===== src/rtl/uart_rx.sv =====
// 8N1 serial receiver with 16x oversampling and a runtime-loadable baud divisor.
// Delivers received bytes as single-cycle strobes; framing errors are flagged separately.
module uart_rx #(
  parameter logic [15:0] BAUD_DEFAULT = 16'd26
) (
  input  logic        clk,
  input  logic        rst,
  input  logic        en,
  input  logic        latch_baud,
  input  logic [15:0] baud_word,
  input  logic        rx,
  output logic [7:0]  rx_data,
  output logic        rx_valid,
  output logic        frame_err,
  output logic        rx_busy
);

  typedef enum logic [2:0] {
    S_IDLE,
    S_START,
    S_DATA,
    S_STOP,
    S_WAIT_HIGH
  } state_t;

  state_t      r_state;
  logic [1:0]  r_sync;
  logic [15:0] r_baud;
  logic [15:0] r_div_cnt;
  logic [3:0]  r_smp;
  logic [2:0]  r_bit_idx;
  logic [7:0]  r_shreg;
  logic [7:0]  r_rx_data;
  logic        r_rx_valid;
  logic        r_frame_err;
  logic        r_rx_busy;

  logic w_rx_s;
  logic w_tick;
  logic w_mid;

  assign w_rx_s = r_sync[1];
  assign w_tick = (r_div_cnt == r_baud);
  assign w_mid  = w_tick && (r_smp == 4'd7);

  // NOTE: every register here is sequential state, so it is written only with
  // non-blocking assignments; blocking ones would make later reads in this
  // block see the new value and break the one-clock pipelining.
  always_ff @(posedge clk) begin
    if (!rst) begin
      r_state     <= S_IDLE;
      r_sync      <= 2'b11;
      r_baud      <= BAUD_DEFAULT;
      r_div_cnt   <= '0;
      r_smp       <= '0;
      r_bit_idx   <= '0;
      r_shreg     <= '0;
      r_rx_data   <= '0;
      r_rx_valid  <= 1'b0;
      r_frame_err <= 1'b0;
      r_rx_busy   <= 1'b0;
    end else begin
      r_sync      <= {r_sync[0], rx};
      r_rx_valid  <= 1'b0;
      r_frame_err <= 1'b0;

      if (latch_baud) begin
        // A new divisor invalidates any frame timing already under way.
        r_baud    <= baud_word;
        r_div_cnt <= '0;
        r_smp     <= '0;
        r_state   <= S_IDLE;
        r_rx_busy <= 1'b0;
      end else if (!en) begin
        r_div_cnt <= '0;
        r_smp     <= '0;
        r_state   <= S_IDLE;
        r_rx_busy <= 1'b0;
      end else begin
        // Counters sit at zero in IDLE so START always begins a fresh bit period.
        if (r_state == S_IDLE) begin
          r_div_cnt <= '0;
          r_smp     <= '0;
        end else if (w_tick) begin
          r_div_cnt <= '0;
          r_smp     <= r_smp + 4'd1;
        end else begin
          r_div_cnt <= r_div_cnt + 16'd1;
        end

        unique case (r_state)
          S_IDLE: begin
            if (!w_rx_s) begin
              r_state   <= S_START;
              r_rx_busy <= 1'b1;
            end
          end
          S_START: begin
            if (w_mid) begin
              if (!w_rx_s) begin
                r_state   <= S_DATA;
                r_bit_idx <= '0;
              end else begin
                r_state   <= S_IDLE;
                r_rx_busy <= 1'b0;
              end
            end
          end
          S_DATA: begin
            if (w_mid) begin
              r_shreg <= {w_rx_s, r_shreg[7:1]};
              if (r_bit_idx == 3'd7) begin
                r_state <= S_STOP;
              end else begin
                r_bit_idx <= r_bit_idx + 3'd1;
              end
            end
          end
          S_STOP: begin
            if (w_mid) begin
              if (w_rx_s) begin
                r_rx_data  <= r_shreg;
                r_rx_valid <= 1'b1;
                r_state    <= S_IDLE;
                r_rx_busy  <= 1'b0;
              end else begin
                r_frame_err <= 1'b1;
                r_state     <= S_WAIT_HIGH;
              end
            end
          end
          S_WAIT_HIGH: begin
            // A held-low line (break) must not be mistaken for a new start bit.
            if (w_rx_s) begin
              r_state   <= S_IDLE;
              r_rx_busy <= 1'b0;
            end
          end
          default: begin
            r_state   <= S_IDLE;
            r_rx_busy <= 1'b0;
          end
        endcase
      end
    end
  end

  assign rx_data   = r_rx_data;
  assign rx_valid  = r_rx_valid;
  assign frame_err = r_frame_err;
  assign rx_busy   = r_rx_busy;

endmodule


===== config.mk =====
export PLATFORM = sky130hd
export DESIGN_NAME = uart_rx
export DESIGN_NICKNAME = d
export VERILOG_FILES = /design/src/rtl/uart_rx.sv
export SDC_FILE = /design/constraint.sdc
export NUM_CORES = 1
export LEC_CHECK = 0
export ABC_AREA = 1
export BUFFER_PORTS_ARGS = -buffer_cell sky130_fd_sc_hd__buf_2
export CAP_MARGIN = 40
export CORE_ASPECT_RATIO = 1.2
export CORE_UTILIZATION = 60
export CTS_CLUSTER_DIAMETER = 120
export CTS_CLUSTER_SIZE = 12
export DETAILED_ROUTE_END_ITERATION = 12
export MAX_ROUTING_LAYER = met4
export PLACE_DENSITY_LB_ADDON = 0.25
export SLEW_MARGIN = 10
export SYNTH_ARGS = -nofsm -noshare
export SYNTH_HDL_FRONTEND = slang
export SYNTH_SLANG_ARGS = --single-unit

===== constraint.sdc =====
create_clock -name clk -period 2.35 [get_ports clk]
set_input_delay 0 -clock clk [delete_from_list [all_inputs] [get_ports clk]]
set_output_delay 0 -clock clk [all_outputs]
set_load 0.01 [all_outputs]

==> insert_results.sql <==
INSERT INTO impl_metrics (metric_group, metric, value, unit) VALUES
('flow_run', 'maxCapViolations', '0', ''),
('timing', 'final.hold.worst_slack', '41.96', 'ps'),
('timing', 'setup-tns-final', '0', 'ps'),
('global_routing', 'via_count_of_the_first_global_routing_pass', '2636', ''),
('synth', 'synth_top_cell_area_share', '0.4364', ''),
('timing', 'slew-limit-headroom', '0.6617', ''),
('synth', 'synthTopCellsByCount', 'sky130_fd_sc_hd__nand2_1 (107), sky130_fd_sc_hd__dfxtp_1 (63), sky130_fd_sc_hd__inv_1 (59)', ''),
('clocking', 'tritoncts', 'yes', ''),
('timing', 'hold_viol', '0', ''),
('timing', 'grt_setup_unrepaired', 'no', ''),
('cells_and_area', 'num-nets-final', '502', ''),
('die', 'start_util', '0.6291', ''),
('timing', 'clock.fmax', '537.0', 'MHz'),
('cells_and_area', 'multi_input_area', '1333', 'um^2'),
('die', 'die-area', '5100', 'um^2'),
('status', 'status', 'finished clean', ''),
('synth', 'ys_types', '29', ''),
('detailed_routing', 'post_drt_via_cell_ratio', '5.094', ''),
('synth', 'avgSynthCellArea', '6.865', 'um^2'),
('pwr', 'powerDensity', '650.0', 'nW/um^2'),
('synth', 'post_synth_inst_count', '421', ''),
('die', 'top_level_i_o_count', '32', ''),
('synth', 'yosys.cell_count.top_type', 'sky130_fd_sc_hd__nand2_1', ''),
('global_routing', 'track_usage', '0.2741', ''),
('die', 'core.rowCount', '27', ''),
('pwr', 'share_clk_of_total_power', '0.454', ''),
('cells_and_area', 'area.sequential', '1261', 'um^2'),
('pwr', 'combinationalPowerShare', '0.065', ''),
('clocking', 'ctsHtreeMaxLevel', '3', ''),
('hold_path', 'min_delay_path_class', 'input pin to register', ''),
('detailed_routing', 'detail_route.iter0.violations', '132', ''),
('die', 'floorplan.die.width', '65.36', 'um'),
('cells_and_area', 'drive_above_1_share', '0.1307', ''),
('timing', 'period_share', '0.7924', ''),
('placed_design', 'worst_slack_at_placement', '484.6', 'ps'),
('worst_setup_path', 'setup.worst_path.end_class', 'register', ''),
('worst_setup_path', 'path_max_fanout', '5', ''),
('detailed_routing', 'avgRoutedWirePerCell', '11.17', 'um'),
('detailed_routing', 'drt_pass1_iterations', '4', ''),
('pwr', 'netSwitchingFraction', '0.2218', ''),
('pwr', 'ir_drop', '0.5810', 'mV'),
('die', 'die_height', '78.03', 'um'),
('cells_and_area', 'fillCellCount', '353', ''),
('synth', 'async_flop_share', '0', ''),
('synth', 'postSynthRegisterBits', '63', ''),
('synth', 'netlist.top_cell.by_area', 'sky130_fd_sc_hd__dfxtp_1', ''),
('synth', 'yosys-top-cells-area', 'sky130_fd_sc_hd__dfxtp_1 (44%), sky130_fd_sc_hd__nand2_1 (14%), sky130_fd_sc_hd__inv_1 (7.7%), sky130_fd_sc_hd__a21oi_1 (7.3%), sky130_fd_sc_hd__nor2_1 (7.1%)', ''),
('die', 'design.core.area', '4594', 'um^2'),
('cells_and_area', 'syn_to_final_growth', '21.78', '%'),
('global_routing', 'antenna_found_initial', '0', ''),
('clocking', 'post_cts_resized', '0', ''),
('clocking', 'clockBufferDepth', '2', ''),
('worst_setup_path', 'timing_worst_setup_path_type', 'register to register', ''),
('pwr', 'total_power', '2.288', 'mW'),
('timing', 'post_layout_minimum_cycle_time', '1862', 'ps'),
('worst_setup_path', 'arrival', '2120', 'ps'),
('global_routing', 'maximum_number_of_pins_on_one_net_before_global_route_repair', '26', ''),
('clocking', 'worst_setup_hold_path_clk_slew', '70', 'ps'),
('timing', 'postLayoutSetupSlackWorst', '487.8', 'ps'),
('worst_setup_path', 'worst-endpoint-required', '2600', 'ps'),
('pwr', 'static-leakage-power', '1.609', 'nW'),
('clocking', 'clock_tree.root_cell', 'sky130_fd_sc_hd__clkbuf_8', ''),
('pwr', 'seqPwrFrac', '0.481', ''),
('synth', 'synth_warnings', '0', ''),
('clocking', 'clock-sinks', '63', ''),
('clocking', 'clock_insertion_delay_worst_skew', '340', 'ps'),
('placed_design', 'placement.io_buffers', '31', ''),
('synth', 'synth-edff-count', '0', ''),
('placed_design', 'place.gp.congestion', '0.8930', ''),
('timing', 'tightestPinTransition', '506.3', 'ps'),
('detailed_routing', 'vias', '2751', '');
## kinds of logic (layout without fill, tap and decap cells)
group	count (synthesis)	in the layout	share of synthesized area
buffers and inverters	75	136	0.1026
XOR/XNOR	1	1	0.003031
flip-flops	63	63	0.4364
AO/OA/AOI/OAI	69	69	0.1247
AND/OR/NAND/NOR	209	209	0.3160
adder cells (fa/ha/maj)	4	4	0.01732
## critical path, stage by stage, from the launching register on
cell	delay, ps
sky130_fd_sc_hd__dfxtp_1	390
sky130_fd_sc_hd__ha_1	180
sky130_fd_sc_hd__nand2_1	70
sky130_fd_sc_hd__nor2_1	90
sky130_fd_sc_hd__inv_1	60
sky130_fd_sc_hd__nor2_1	190
sky130_fd_sc_hd__nand2_1	80
sky130_fd_sc_hd__nor2_1	180
sky130_fd_sc_hd__nand2_1	130
sky130_fd_sc_hd__nor2_1	140
sky130_fd_sc_hd__a21oi_1	90
sky130_fd_sc_hd__nor3_1	180
## metrics by stage
step / instance area [um^2] / instances / util
6_report: 3520 / 540 / 0.7661
5_1_grt: 3520 / 540 / 0.7661
4_1_cts: 3520 / 540 / 0.7661
3_5_place_dp: 3088 / 503 / 0.6721
3_3_place_gp: 3088 / 503 / 0.6721
2_1_floorplan: 2890 / 421 / -
## final timing paths
check	startpoint	end	slack (ps)	cells after the start
hold / removal	latch_baud	r_baud[13]	40	3
setup / recovery	r_div_cnt[0]	r_div_cnt[12]	490	11
hold reg to reg	r_sync[0]	r_sync[1]	420	1
setup reg to reg	r_div_cnt[0]	r_div_cnt[12]	490	11
## final cells by class
cell class                 count  area share
clock buffer                  10     0.03910
inverter                      65     0.06932
timing repair buffer          55      0.1102
clock inverter                 6     0.02382
multi-input combinational    283      0.3786
sequential                    63      0.3583
tap                           58     0.02062
## power groups by stage
stage               logic [mW]  clock network [mW]  registers, mW
CTS                      0.147                1.05           1.10
global placement         0.116                   0           1.12
detailed placement       0.119                   0           1.13
global route             0.167                1.10           1.10
finish                   0.148                1.04           1.10
floorplan               0.0801                   0           1.12
## registers in the layout, indices dropped and copies added (netlist names)
name       cells
frame_err      1
r_div_cnt     16
r_bit_idx      3
r_sync         2
r_state        3
rx_valid       1
rx_data        8
rx_busy        1
r_shreg        8
r_smp          4
r_baud        16
## layer usage
layer,global-route usage,vias up,share of wire
li1,-,1453,-
met1,0.2810,1230,0.43
met2,0.4794,47,0.50
met3,0.05959,21,0.025
met4,0.1457,0,0.036
met5,-,-,0
## timing repair
| item | 4_1_cts | 5_1_grt |
|---|---|---|
| hold buffers | 21 | 0 |
| hold endpoints to repair | 17 | 0 |
| buffers inserted | 0 | 0 |
## placed cells by master, fill, tap and decap left out, types with 2 or more instances in the layout
master / count
sky130_fd_sc_hd__nand4_1: 12
sky130_fd_sc_hd__buf_4: 3
sky130_fd_sc_hd__dfxtp_1: 63
sky130_fd_sc_hd__nand2_1: 107
sky130_fd_sc_hd__ha_1: 4
sky130_fd_sc_hd__nor2_1: 55
sky130_fd_sc_hd__dlygate4sd3_1: 21
sky130_fd_sc_hd__or2_2: 2
sky130_fd_sc_hd__o21a_1: 2
sky130_fd_sc_hd__o21ai_0: 18
sky130_fd_sc_hd__inv_1: 59
sky130_fd_sc_hd__a31oi_1: 3
sky130_fd_sc_hd__buf_2: 31
sky130_fd_sc_hd__nor4_1: 2
sky130_fd_sc_hd__nor3_1: 11
sky130_fd_sc_hd__o211ai_1: 2
sky130_fd_sc_hd__clkbuf_8: 10
sky130_fd_sc_hd__bufinv_16: 2
sky130_fd_sc_hd__nand3_1: 9
sky130_fd_sc_hd__nor2_2: 3
sky130_fd_sc_hd__clkinv_2: 3
sky130_fd_sc_hd__a21oi_1: 42
sky130_fd_sc_hd__inv_2: 5
sky130_fd_sc_hd__nor3b_1: 5
Note: power is estimated with default switching activity, not from simulation.
